[config.mk]
export PLATFORM = sky130hd
export DESIGN_NAME = move_input_conditioner
export DESIGN_NICKNAME = d
export VERILOG_FILES = /design/src/rtl/frogger_pkg.sv /design/src/rtl/btn_debounce.sv /design/src/rtl/move_input_conditioner.sv
export SDC_FILE = /design/constraint.sdc
export NUM_CORES = 1
export LEC_CHECK = 0
export CAP_MARGIN = 30
export CORE_MARGIN = 2
export CORE_UTILIZATION = 53
export DETAILED_ROUTE_END_ITERATION = 8
export PLACE_DENSITY_LB_ADDON = 0.2
export SYNTH_ARGS = -nofsm -noshare
export SYNTH_HDL_FRONTEND = slang
export SYNTH_SLANG_ARGS = --single-unit
[constraint.sdc]
create_clock -name clk -period 1.9 [get_ports clk]
set_clock_uncertainty 0.1 [all_clocks]
set_input_delay 0.38 -clock clk [delete_from_list [all_inputs] [get_ports clk]]
set_output_delay 0.38 -clock clk [all_outputs]
set_load 0.02 [all_outputs]
[src/rtl/frogger_pkg.sv]
// frogger_pkg -- constants shared by the frog move-input path.
//   DIR_*                   : bit index of each direction in btn_n and in the internal
//                             direction vectors (L=3, U=2, D=1, R=0).
//   *_DEFAULT               : default timing parameters for move_input_conditioner.
//   max_u                   : helper used to size counters that must hold either of two limits.
package frogger_pkg;

    localparam int unsigned DIR_L = 3;
    localparam int unsigned DIR_U = 2;
    localparam int unsigned DIR_D = 1;
    localparam int unsigned DIR_R = 0;

    localparam int unsigned DEBOUNCE_CYCLES_DEFAULT = 4;
    localparam int unsigned REPEAT_DELAY_DEFAULT    = 16;
    localparam int unsigned REPEAT_PERIOD_DEFAULT   = 8;

    function automatic int unsigned max_u(input int unsigned a, input int unsigned b);
        return (a > b) ? a : b;
    endfunction

endpackage

[src/rtl/btn_debounce.sv]
// btn_debounce -- one button: 2-flop synchronizer, inversion to an active-high level, and a
// persistence-based debouncer.
//   clk     : system clock
//   reset   : synchronous, active-high; forces the button into its pressed state so a button
//             held through reset never looks like a fresh press
//   raw_n   : asynchronous, active-low button input
//   stable  : debounced active-high level
//   press   : high for the one cycle after stable rises 0->1
module btn_debounce
    import frogger_pkg::*;
#(
    parameter int unsigned DEBOUNCE_CYCLES = DEBOUNCE_CYCLES_DEFAULT
) (
    input  logic clk,
    input  logic reset,
    input  logic raw_n,
    output logic stable,
    output logic press
);

    localparam int unsigned CW = $clog2(DEBOUNCE_CYCLES + 1);
    localparam logic [CW-1:0] CNT_LAST = CW'(DEBOUNCE_CYCLES - 1);

    if (DEBOUNCE_CYCLES < 1) begin : g_bad_cfg
        $error("btn_debounce: DEBOUNCE_CYCLES must be at least 1");
    end

    logic          sync1;
    logic          sync2;
    logic          level;
    logic          stable_prev;
    logic [CW-1:0] cnt;

    assign level = ~sync2;

    always_ff @(posedge clk) begin
        if (reset) begin
            // Raw low is the pressed state.
            sync1       <= 1'b0;
            sync2       <= 1'b0;
            stable      <= 1'b1;
            stable_prev <= 1'b1;
            cnt         <= '0;
        end else begin
            sync1       <= raw_n;
            sync2       <= sync1;
            stable_prev <= stable;
            if (level == stable) begin
                cnt <= '0;
            end else if (cnt == CNT_LAST) begin
                // The new level has now persisted DEBOUNCE_CYCLES cycles.
                stable <= ~stable;
                cnt    <= '0;
            end else begin
                cnt <= cnt + 1'b1;
            end
        end
    end

    assign press = stable & ~stable_prev;

endmodule

[src/rtl/move_input_conditioner.sv]
// move_input_conditioner -- turns four raw active-low direction buttons into single-cycle move
// pulses for the frog cell array.
//   clk     : system clock
//   reset   : synchronous, active-high
//   btn_n   : asynchronous active-low buttons, [3]=L [2]=U [1]=D [0]=R
//   L/U/D/R : registered single-cycle move pulses, at most one high per cycle
//   move    : L|U|D|R
// A press is accepted only when it is the only button whose debounced level is high.
// Optional feature: define FROG_AUTOREPEAT_EN to compile in the auto-repeat FSM
// (IDLE -> DELAY -> REPEAT), which repeats the held direction after REPEAT_DELAY cycles and then
// every REPEAT_PERIOD cycles. Without it each accepted press gives exactly one pulse.
module move_input_conditioner
    import frogger_pkg::*;
#(
    parameter int unsigned DEBOUNCE_CYCLES = DEBOUNCE_CYCLES_DEFAULT,
    parameter int unsigned REPEAT_DELAY    = REPEAT_DELAY_DEFAULT,
    parameter int unsigned REPEAT_PERIOD   = REPEAT_PERIOD_DEFAULT
) (
    input  logic       clk,
    input  logic       reset,
    input  logic [3:0] btn_n,
    output logic       L,
    output logic       U,
    output logic       D,
    output logic       R,
    output logic       move
);

    if (REPEAT_DELAY < 1 || REPEAT_PERIOD < 1) begin : g_bad_cfg
        $error("move_input_conditioner: REPEAT_DELAY and REPEAT_PERIOD must be at least 1");
    end

    logic [3:0] stable;
    logic [3:0] press;
    logic [3:0] accept;
    logic [3:0] pulse_d;
    logic [3:0] pulse_q;

    for (genvar i = 0; i < 4; i++) begin : g_btn
        btn_debounce #(
            .DEBOUNCE_CYCLES(DEBOUNCE_CYCLES)
        ) u_btn (
            .clk   (clk),
            .reset (reset),
            .raw_n (btn_n[i]),
            .stable(stable[i]),
            .press (press[i])
        );
    end

    // A rising button implies its own stable bit is set, so "sole press and nothing else held"
    // reduces to the stable vector being exactly that button.
    always_comb begin
        accept = '0;
        for (int i = 0; i < 4; i++) begin
            if (press[i] && (stable == (4'b0001 << i))) begin
                accept[i] = 1'b1;
            end
        end
    end

`ifdef FROG_AUTOREPEAT_EN
    localparam logic [1:0] ST_IDLE   = 2'd0;
    localparam logic [1:0] ST_DELAY  = 2'd1;
    localparam logic [1:0] ST_REPEAT = 2'd2;

    localparam int unsigned RW = $clog2(max_u(REPEAT_DELAY, REPEAT_PERIOD) + 1);
    localparam logic [RW-1:0] DELAY_LAST  = RW'(REPEAT_DELAY - 1);
    localparam logic [RW-1:0] PERIOD_LAST = RW'(REPEAT_PERIOD - 1);

    logic [1:0]    state;
    logic [1:0]    state_next;
    logic [RW-1:0] rcnt;
    logic [RW-1:0] rcnt_next;
    logic [3:0]    rdir;
    logic [3:0]    rdir_next;
    logic [3:0]    rep_pulse;

    always_comb begin
        state_next = state;
        rcnt_next  = rcnt;
        rdir_next  = rdir;
        rep_pulse  = '0;
        unique case (state)
            ST_IDLE: begin
                if (|accept) begin
                    state_next = ST_DELAY;
                    rcnt_next  = '0;
                    rdir_next  = accept;
                end
            end
            ST_DELAY, ST_REPEAT: begin
                // Release of the held button or any other button going stable-pressed
                // both show up as the stable vector no longer matching the held direction.
                if (stable != rdir) begin
                    state_next = ST_IDLE;
                    rcnt_next  = '0;
                end else if (rcnt == ((state == ST_DELAY) ? DELAY_LAST : PERIOD_LAST)) begin
                    rep_pulse  = rdir;
                    state_next = ST_REPEAT;
                    rcnt_next  = '0;
                end else begin
                    rcnt_next = rcnt + 1'b1;
                end
            end
            default: begin
                state_next = ST_IDLE;
                rcnt_next  = '0;
            end
        endcase
    end

    always_ff @(posedge clk) begin
        if (reset) begin
            state <= ST_IDLE;
            rcnt  <= '0;
            rdir  <= '0;
        end else begin
            state <= state_next;
            rcnt  <= rcnt_next;
            rdir  <= rdir_next;
        end
    end

    assign pulse_d = accept | rep_pulse;
`else
    assign pulse_d = accept;
`endif

    always_ff @(posedge clk) begin
        if (reset) begin
            pulse_q <= '0;
        end else begin
            pulse_q <= pulse_d;
        end
    end

    assign L    = pulse_q[DIR_L];
    assign U    = pulse_q[DIR_U];
    assign D    = pulse_q[DIR_D];
    assign R    = pulse_q[DIR_R];
    assign move = |pulse_q;

endmodule

Word level (Yosys, flattened, before mapping)
Index checks and enable logic that the tools add are counted.
{"block": "op_classes", "n_addsub": 4, "eq_ne": 12, "n_mux": 4, "bitwise_logic": 20, "reduce_logical": 13}
{"op": "$not 1->1", "count": 16}
{"op": "$add 3x1->3 const B", "count": 4}
{"op": "$eq 3x2->1 const B", "count": 4}
{"op": "$reduce_or 3->1", "count": 4}
{"op": "$reduce_and 2->1", "count": 4}
{"op": "$and 1x1->1", "count": 4}
{"op": "$eq 1x1->1", "count": 4}
{"op": "$eq 4x1->1 const B", "count": 1}
{"op": "$eq 4x2->1 const B", "count": 1}
{"op": "$eq 4x3->1 const B", "count": 1}
{"op": "$eq 4x4->1 const B", "count": 1}
{"op": "$logic_and 1x1->1", "count": 4}
{"op": "$mux 1", "count": 4}
{"op": "$reduce_or 4->1", "count": 1}
{"block": "word_totals", "reg_bits": 32, "input_bits": 6, "word_cells": 74}

Logic depth before layout (Yosys ltp)
Gate-level depths: netlist (run 1).
{"block": "depth", "ltp_word": 4, "depth_mapped": 4, "mapped_depth_nobuf": 4}

By module
From an unflattened synthesis (run 1), not the netlist that was laid out.
{"block": "hier_totals", "cells_unflattened": 98, "hier_area_um2": 1128.6}
{"module": "btn_debounce", "instances": 4, "cells_per_inst": 21, "area_per_inst_um2": 247.7, "seq_area_each_um2": 140.1}
{"module": "move_input_conditioner", "instances": 1, "cells_per_inst": 14, "area_per_inst_um2": 137.6, "seq_area_each_um2": 80.1}

Worst setup path before layout (run 1)
OpenSTA, ideal clock, no wires.
{"block": "synth_path", "path_type": "reg-to-output", "start": "reg pulse_q[1]", "end": "out move", "arrival_time_ns": 1.001, "path_slack_ns": 0.419, "stages_incl_launch_ff": 2, "n_path_buf": 0, "path_cell_list": "dfxtp_1 -> or4_1"}
{"block": "synth_between", "elab_chain_cells": 1}
{"element": "start: declaration", "line": "move_input_conditioner.sv:37", "text": "logic [3:0] pulse_q;"}
{"element": "start signal: assignment", "line": "move_input_conditioner.sv:134", "text": "pulse_q <= pulse_d;"}
{"element": "$reduce_or 4->1", "line": "move_input_conditioner.sv:142", "text": "assign move = |pulse_q;"}
{"element": "end: declaration", "line": "move_input_conditioner.sv:26", "text": "output logic move"}
Every way passes these cells.

Worst setup path in the final report (run 1)
Ends and elaborated chain as after synthesis.

==> impl_metrics.toml, run 1 <==
[finish]
final_common_cell = "dfxtp_1"
layout_common_cells = "dfxtp_1, nor4_1, clkdlybuf4s50_1"
drive_above_1_share_pct = 12.4
multi_input_area_sq_um = 423
area_delta_synth_final_pct = 18.0
final_util_pct = 65.7
antenna_cells = 0
layout.nets = 126
final_cell_area_sq_um = 1290
seqCellArea_sq_um = 641
fill_cells = 184

[drt]
vias = 715
viasPerCell = 5.11
ant_nets = 0
post-route-drc-count = 0
drt-initial-drc-count = 5
drt_pass1_iterations = 2
finalWirelength_microns = 1550
wire_per_inst_microns = 11.0

[timing]
tightest_slew_ns = 0.291
rsz0062_at_grt = "no"
finalHoldViolCount = 0
final-setup-viol-count = 0
tns_ns = 0
fmax_mhz = 567
report.final.slew_viol_count = 0
slew_headroom_pct = 80.5
min_period_ns = 1.76
layout_setup_ws_ns = 0.136
period_share_pct = 92.9

[worst_setup_path]
worstPathRequired_ns = 1.42
crit_path_start = "pulse_q[1]"
max_stage_delay_ns = 0.50
path_cells = "or4_1 > buf_2"
cp.arrival_ns = 1.28
critical_path_buf_inv_count = 1
endpoint_kind = "output port"
crit_type = "flip-flop to output port"
path_max_fanout = 2
r2r-start = "g_btn[3].u_btn.cnt[0]"
crit_cells = 2
crit_slowest_cell = "or4_1"
path_delay_family = "simple AND/OR/NAND/NOR gates"
rr_worst_depth = 4
start_kind = "flip-flop"

[clock_network]
clk_pin_slew_ns = 0.09
cts_tree = "built"
insertion_delay_ns = 0.30
htreeDepth = 2
cts.sinks = 32
numCtsBuffers = 5
clockBufferDepth = 2
clockRootBuffer = "clkbuf_4"
cts_setup_buffers = 0

[grt]
grt_use_total_pct = 15.4
grt_pass1_vias = 658
grt_pass1_wl_microns = 2750
antenna_found_initial = 0
grt_overflow = 0
grt_max_degree = 13

[yosys]
syn_inst = 95
ys_warn_count = 0
synth_fp_nets = 109
yosysSeqAreaShare_pct = 58.6
syn-cell-area_sq_um = 1090
synth.distinct_cells = 17
ys_ff_latch = 32
synth_area_per_cell_sq_um = 11.5

[hold_path]
hp-start = "g_btn[1].u_btn.stable_prev"
hold_depth = 1
hp-class = "flip-flop to flip-flop"

[place]
io_buffers = 10
place.gp.congestion = 0.727
dp_slack_ns = 0.0829
dpl_cell_area_sq_um = 1230
place_hpwl_microns = 1160

[die]
core_sq_um = 1960
dieHeight_microns = 49.4
pin_count = 11
fp-row-count = 16
die_area_sq_um = 2440
die_width_microns = 49.4
start_util_pct = 55.7

[power_and_ir_drop]
power_leakage_nw = 0.477
ir_worst_vdd_uv = 566
power_density_nw_per_um2 = 853

[run]
drv_cap = 0

[run_status]
status = "finished, final reports clean"
==> worst register-to-register path, cell delays in order (launching register included) <==
cell	delay (ns)
dfxtp_1	0.33
ha_1	0.20
ha_1	0.24
or2_2	0.29
a21o_1	0.18
==> worst paths after layout <==
kind	endpoint	slack [ns]
min	pulse_q[1]	0.30
max reg2reg	g_btn[3].u_btn.stable	0.47
min reg2reg	pulse_q[1]	0.30
max	move	0.14
==> metrics by stage <==
step,power [mW],hold slack (ns),cells
floorplan,0.719,0.276,95
CTS,1.12,0.307,140
global placement,0.735,0.286,132
detailed placement,0.737,0.293,132
global route,1.16,0.326,140
finish,1.10,0.304,140
==> metal layers <==
metal / vias up / global-route usage [%] / wire length (microns)
met4: 0 / 8.33 / 19
met5: - / 0 / 0
met3: 2 / 7.36 / 67
met1: 332 / 16.1 / 706
met2: 12 / 25.5 / 752
li1: 369 / - / -
==> what timing repair did <==
action	in CTS	in global routing
setup endpoints to repair	1	1
hold buffers	0	0
pin swaps	0	0
gates resized for setup	3	1
==> report_power, final <==
part	internal (mW)	switching [mW]	leakage (nW)
clock	0.183	0.196	0.0326
sequential	0.681	0.00421	0.260
combinational	0.0203	0.0154	0.185
total	0.883	0.215	0.477
==> flip-flops by register name, indices dropped and copies added (netlist names) <==
name	cells
pulse_q	4
g_btn.u_btn.cnt	12
g_btn.u_btn.stable	4
g_btn.u_btn.sync2	4
g_btn.u_btn.stable_prev	4
g_btn.u_btn.sync1	4
==> logic make-up after synthesis <==
group	synth area share [%]
adders and majority gates	9.16
xor gates and xnor gates	3.21
and+or+nand+nor	23.6
buffers and inverters	2.63
AOI/OAI and AO/OA	2.75
DFF	58.6
==> final cells by class <==
cell class | instances | share of cell area [%]
Clock buffer | 8 | 4.56
Inverter | 4 | 1.17
Multi-Input combinational cell | 56 | 32.8
Sequential cell | 32 | 49.7
Tap cell | 27 | 2.62
Timing Repair Buffer | 13 | 9.13
==> synth_stat cells (all sizes together) <==
cell	number	area, sq um
a21o	4	30.0
buf	3	13.8
dfxtp	32	641
ha	8	100
inv	4	15.0
nand2	4	15.0
nand2b	1	6.26
nor2b	8	50.1
nor4	10	62.6
nor4b	6	52.6
or2	8	50.0
or2b	1	7.51
or3	1	6.26
or4	1	7.51
xor2	4	35.0
No activity file was read; power rests on OpenSTA's default activity.
==> inputs of run 2 (changes only) <==
--- a/config.mk
+++ b/config.mk
@@ -7,7 +7,7 @@
 export LEC_CHECK = 0
 export CAP_MARGIN = 30
 export CORE_MARGIN = 2
-export CORE_UTILIZATION = 53
+export CORE_UTILIZATION = 48
 export DETAILED_ROUTE_END_ITERATION = 8
 export PLACE_DENSITY_LB_ADDON = 0.2
 export SYNTH_ARGS = -nofsm -noshare
==> constraint.sdc (replaced) <==
create_clock -name clk -period 1.6 [get_ports clk]
set_clock_uncertainty 0.1 [all_clocks]
set_input_delay 0.32 -clock clk [delete_from_list [all_inputs] [get_ports clk]]
set_output_delay 0.32 -clock clk [all_outputs]
set_load 0.02 [all_outputs]
==> run 2 against run 1 <==
Compared with the run above:
- utilization decreased by 7.0 points
- cell area decreased by 0.29%
- largest power group unchanged
- count of clock-buffer cells in the layout decreased by 2
- register-to-register slack got worse by 0.29 ns
- setup slack got worse by 0.27 ns
- total power increased by 14%
- sequential power increased by 19%
- the run now ends with negative setup slack left
- hold slack got worse by 0.0013 ns
- sequential share of layout area increased by 0.34 points
- die area increased by 9.6%
==> impl_metrics.toml, run 2 (synthesis results as in run 1) <==
[drt]
viasPerCell = 4.99
wire_per_inst_microns = 11.0
ant_nets = 0
finalWirelength_microns = 1540
drt-initial-drc-count = 5
vias = 698
post-route-drc-count = 0
drt_pass1_iterations = 4

[timing]
fmax_mhz = 578
slew_headroom_pct = 81.0
min_period_ns = 1.73
rsz0062_at_grt = "yes"
finalHoldViolCount = 0
layout_setup_ws_ns = -0.131
timing.hold.ws_ns = 0.303
tightest_slew_ns = 0.284
final-setup-viol-count = 1
report.final.slew_viol_count = 0
period_share_pct = 108

[hold_path]
whs_endpoint = "pulse_q[1]"
hp-class = "flip-flop to flip-flop"
hp-start = "g_btn[1].u_btn.stable_prev"
hold_depth = 1

[run_status]
status = "complete, but fails checks"
violations = "negative setup slack"

[grt]
grt_overflow = 0
grt_max_degree = 14
grt_pass1_vias = 655
antenna_found_initial = 0
grt_use_total_pct = 14.9
grt_pass1_wl_microns = 2770

[finish]
largest_register_ffs = 12
layout.nets = 126
antenna_cells = 0
final_common_cell = "dfxtp_1"
layout_common_cells = "dfxtp_1, nor4_1, nor2b_1, ha_1, nor4b_1"
regMostFlops = "g_btn.u_btn.cnt"
drive_above_1_share_pct = 15.2
seqCellArea_sq_um = 643
fill_cells = 203
area_delta_synth_final_pct = 17.6
multi_input_area_sq_um = 427

[clock_network]
clk_pin_slew_ns = 0.09
htreeDepth = 2
cts.sinks = 32
clockBufferDepth = 2
cts_hold_buf = 0
clockRootBuffer = "clkbuf_4"
insertion_delay_ns = 0.31
cts_tree = "built"
numCtsBuffers = 5

[worst_setup_path]
crit_type = "flip-flop to output port"
start_kind = "flip-flop"
crit_slowest_cell = "or4_4"
max_stage_delay_ns = 0.53
ff2ff_setup_slack_ns = 0.18
cp.arrival_ns = 1.31
endpoint_kind = "output port"
path_max_fanout = 2
reg2reg_to = "g_btn[2].u_btn.stable"
critical_path_buf_inv_count = 1
worstPathRequired_ns = 1.18
path_delay_family = "simple AND/OR/NAND/NOR gates"
rr_worst_depth = 4
path_cells = "or4_4 > buf_6"
r2r-start = "g_btn[2].u_btn.cnt[0]"

[power_and_ir_drop]
power_density_nw_per_um2 = 976
power_leakage_nw = 0.492
p_total_mw = 1.25
ir_worst_vdd_uv = 609

[place]
dp_slack_ns = -0.177
io_buffers = 10
place.gp.congestion = 0.720

[die]
fp-row-count = 17
core_sq_um = 2190
die_width_microns = 51.7
die_area_sq_um = 2670
start_util_pct = 49.9
dieHeight_microns = 51.7
pin_count = 11

[run]
drv_cap = 0
==> run 2: cell types whose count changed in the layout (fill, tap and decap cells not counted) <==
cell / change
clkdlybuf4s50_1: -4
clkbuf_1: -1
dfxtp_1: -2
or4_4: +1
buf_6: +1
dlygate4sd2_1: +4
or4_1: -1
buf_2: -1
dfxtp_2: +2
clkbuf_8: -1
clkinv_2: +1
==> run 2: worst max-delay path by stage <==
stage / start / to / slack [ns] / depth (start not counted)
after global placement: pulse_q[1] / move / -0.15 / 2
after detailed placement: pulse_q[1] / move / -0.18 / 2
after CTS: pulse_q[2] / move / -0.14 / 2
after floorplan: pulse_q[1] / move / 0.18 / 1
after global routing: pulse_q[1] / move / -0.18 / 2
final: pulse_q[1] / move / -0.13 / 2
==> run 2: report_power, final <==
| part | switching (mW) | internal [mW] |
|---|---|---|
| Combinational | 0.0179 | 0.0241 |
| Clock | 0.237 | 0.162 |
| Sequential | 0.00513 | 0.808 |
==> run 2: stage by stage <==
stage	TNS, ns	util, %	instances	area [sq um]
2_1_floorplan	0	-	95	1090
3_3_place_gp	-0.150	56.4	133	1240
3_5_place_dp	-0.279	56.4	133	1240
4_1_cts	-0.141	58.6	140	1280
5_1_grt	-0.177	58.7	140	1280
6_report	-0.131	58.7	140	1280
==> run 2: final cells by class <==
cell class	instances	share of cell area [%]
well taps	28	2.73
inverters	4	1.17
clock inverters	1	0.389
multi-input cells	56	33.2
flip-flops and latches	32	50.0
clock buffers	6	3.21
repair buffers	13	9.25
==> run 2: routing by layer <==
metal	track usage [%]	wire [microns]
met1	15.5	647
met2	25.0	777
met3	7.76	99
met4	6.58	12
met5	0	0
==> run 2: what timing repair did <==
item,4_1_cts,5_1_grt
buffers inserted,0,0
pin swaps,1,1
gates resized for setup,12,1
endpoints found under the setup margin,5,1
==> run 2: worst register-to-register path, stage by stage (launching register included) <==
cell and delay, ns:
dfxtp_1 0.32, ha_1 0.20, ha_1 0.24, or2_2 0.30
a21o_1 0.17
==> RTL change: new RTL, config.mk and constraints of run 2 <==
Change the package constant `DEBOUNCE_CYCLES_DEFAULT` from 4 to 8.
--- a/src/rtl/frogger_pkg.sv
+++ b/src/rtl/frogger_pkg.sv
@@ -10,7 +10,7 @@
     localparam int unsigned DIR_D = 1;
     localparam int unsigned DIR_R = 0;
 
-    localparam int unsigned DEBOUNCE_CYCLES_DEFAULT = 4;
+    localparam int unsigned DEBOUNCE_CYCLES_DEFAULT = 8;
     localparam int unsigned REPEAT_DELAY_DEFAULT    = 16;
     localparam int unsigned REPEAT_PERIOD_DEFAULT   = 8;
 
Check against the original RTL: no difference found for any inputs over 10 cycles, from zero or initial values and one cycle with reset high; that may be too few to reach the edited logic, so the function may still have changed.
==> RTL change against run 2 <==
  * The run still ends with setup timing left
  * Synthesized cell count is 20% higher
  * Synthesized area rose by 12%
  * Final area is 12% higher
  * Worst setup slack worse by 0.015 ns
  * Fmax down 0.87%
  * Routed wire length is 8.7% higher
  * Total power grew 15%
  * Largest cell class unchanged
  * Sequential cell count grew 4
  * Sequential power rose by 12%
==> RTL change: results (changes against run 2) <==
| Metric | Value |
|---|---|
| Outcome | complete, but fails checks |
| Failing checks | setup timing |
| Reg2reg setup slack | 0.36 ns (+0.18 ns) |
| Fraction of registers with async set/reset | 0 (unchanged) |
| Final worst slack | -0.146 ns (-0.0151 ns) |
| Worst Path Arrival | 1.33 ns (+0.02 ns) |
| Multiplexer share of the synthesized area | 0 (unchanged) |
| Yosys cell types | 20 (+3) |
| Gr usage total | 0.145 (-0.00385) |
| Num CTS Buffers | 5 (unchanged) |
| First-pass GRT wire length | 2.84 mm (+2.7%) |
| Vias per std cell | 4.93 (-1.1%) |
| Commonest cells in the netlist | dfxtp_1, nor2_1, nand3b_1, nor2b_1, xnor2_1 |
| CTS clk-pin slew, worst paths | 0.10 ns |
| Largest Register | g_btn.u_btn.cnt |
| Diode count | 0 (unchanged) |
| Synth Area in XOR/XNOR | 0.0860 (+0.0539) |
| Vias in the first global route | 692 (+5.6%) |
| Ys Warns | 0 (unchanged) |
| Layout Nets | 142 (+13%) |
| Number of flip-flops in the largest register | 16 (+4) |
| Leak Pwr | 0.568 nW (+15%) |
| Sequential fraction of the synthesis area | 0.590 (+0.00308) |
| Final Routed Wirelength | 1.67 mm (+8.7%) |
| Pin slew with the least headroom to its limit | 0.286 ns (+0.00200 ns) |
| Synth Area in Adders | 0.0409 (-0.0507) |
| Worst skew pair latency | 0.34 ns (+0.03 ns) |
| Compound-Gate Fraction of Synth Area | 0.0297 (+0.00219) |
| Final Setup Violations | 1 (unchanged) |
| CP max FO | 2 (unchanged) |
| Final GP Congestion | 0.704 (-2.3%) |
| Number of flops mapped to enable cells by yosys | 0 (unchanged) |
| Pin count of the biggest net entering global routing | 13 (-1) |
| Antenna viol nets, final | 0 (unchanged) |
| Root Buffer | clkbuf_4 |
| Post-CTS Setup Bufs | 0 (unchanged) |
| H-tree Lvls | 2 (unchanged) |
| Hpwl dp | 1.19 mm |
| Setup TNS | -0.146 ns (-0.0151 ns) |
| Buffers added on ports | 10 (unchanged) |
| Net Count, Synth | 124 (+14%) |
| Share of post-route cells with drive strength above 1 | 0.113 (-0.0390) |
| Maximum VDD drop | 606 uV (-0.48%) |
| Top post-synthesis cells by area | dfxtp_1, nor2_1, xnor2_1 |
| Drt pass-1 iters | 4 (unchanged) |
| DRT iter0 DRCs | 17 (+12) |
| Hold Path Class | flip-flop to flip-flop |
| Initial antenna violation count | 0 (unchanged) |
| CTS max path bufs | 2 (unchanged) |
[RTL change: changes by cell type after synthesis, moves of 3 or more]
cell,delta
a211o_1,+3
a21o_1,-4
dfxtp_1,+4
ha_1,-4
nand2_1,-4
nand3_1,+4
nand3b_1,+8
nor2_1,+20
nor4_1,-8
nor4b_1,-4
xnor2_1,+8
[RTL change: path summary, 6_finish.rpt]
kind,endpoint,cells past startpoint,start
worst max-delay path,move,2,pulse_q[2]
worst min-delay path,pulse_q[1],1,g_btn[1].u_btn.stable_prev
worst max register to register,pulse_q[3],2,g_btn[2].u_btn.stable
worst min register to register,pulse_q[1],1,g_btn[1].u_btn.stable_prev
[RTL change: final cells by class]
cell class	instances	area, um^2
fill	217	1020
tap	30	37.5
multi-input combinational	72	483
sequential	36	722
timing repair buffer	13	123
clock buffer	8	58.8
inverter	4	15.0
[RTL change: metrics by stage]
step                      hold WS, ns   util  area [um^2]  instances  worst slack, ns
after CTS                       0.310  0.581         1430        163           -0.161
final                           0.301  0.586         1440        163           -0.146
after detailed placement        0.293  0.560         1380        155           -0.160
after global routing            0.309  0.586         1440        163           -0.192
after global placement          0.293  0.560         1380        155           -0.146
after floorplan                 0.276      -         1220        114            0.179
[RTL change: routing by layer]
| metal | vias to the layer above | share of wire | global-route usage |
|---|---|---|---|
| li1 | 412 | - | - |
| met1 | 364 | 0.44 | 0.160 |
| met2 | 20 | 0.47 | 0.211 |
| met3 | 8 | 0.058 | 0.0574 |
| met4 | 0 | 0.037 | 0.138 |
| met5 | - | 0 | 0 |
[RTL change: cells by family (layout without fill, tap and decap cells)]
| logic type | after synthesis | after routing |
|---|---|---|
| AO/OA/AOI/OAI | 4 | 4 |
| XOR/XNOR | 12 | 12 |
| adder cells (fa/ha/maj) | 4 | 4 |
| buffers and inverters | 6 | 25 |
| flip-flops | 36 | 36 |
| AND/OR/NAND/NOR | 52 | 52 |
[RTL change: what timing repair did]
action / 4_1_cts / 5_1_grt
gates resized for setup: 7 / 5
setup endpoints to repair: 5 / 2
pin swaps: 0 / 1
[RTL change: where the power goes]
| part | leakage (nW) | total, mW | internal (mW) | switching, mW |
|---|---|---|---|---|
| clock | 0.0326 | 0.491 | 0.217 | 0.274 |
| combinational | 0.243 | 0.0421 | 0.0265 | 0.0157 |
| sequential | 0.293 | 0.914 | 0.908 | 0.00565 |
[RTL change: worst max-delay path, stage by stage, from the launching register on]
cell     delay [ns]
dfxtp_1        0.32
or4_4          0.53
buf_6          0.15
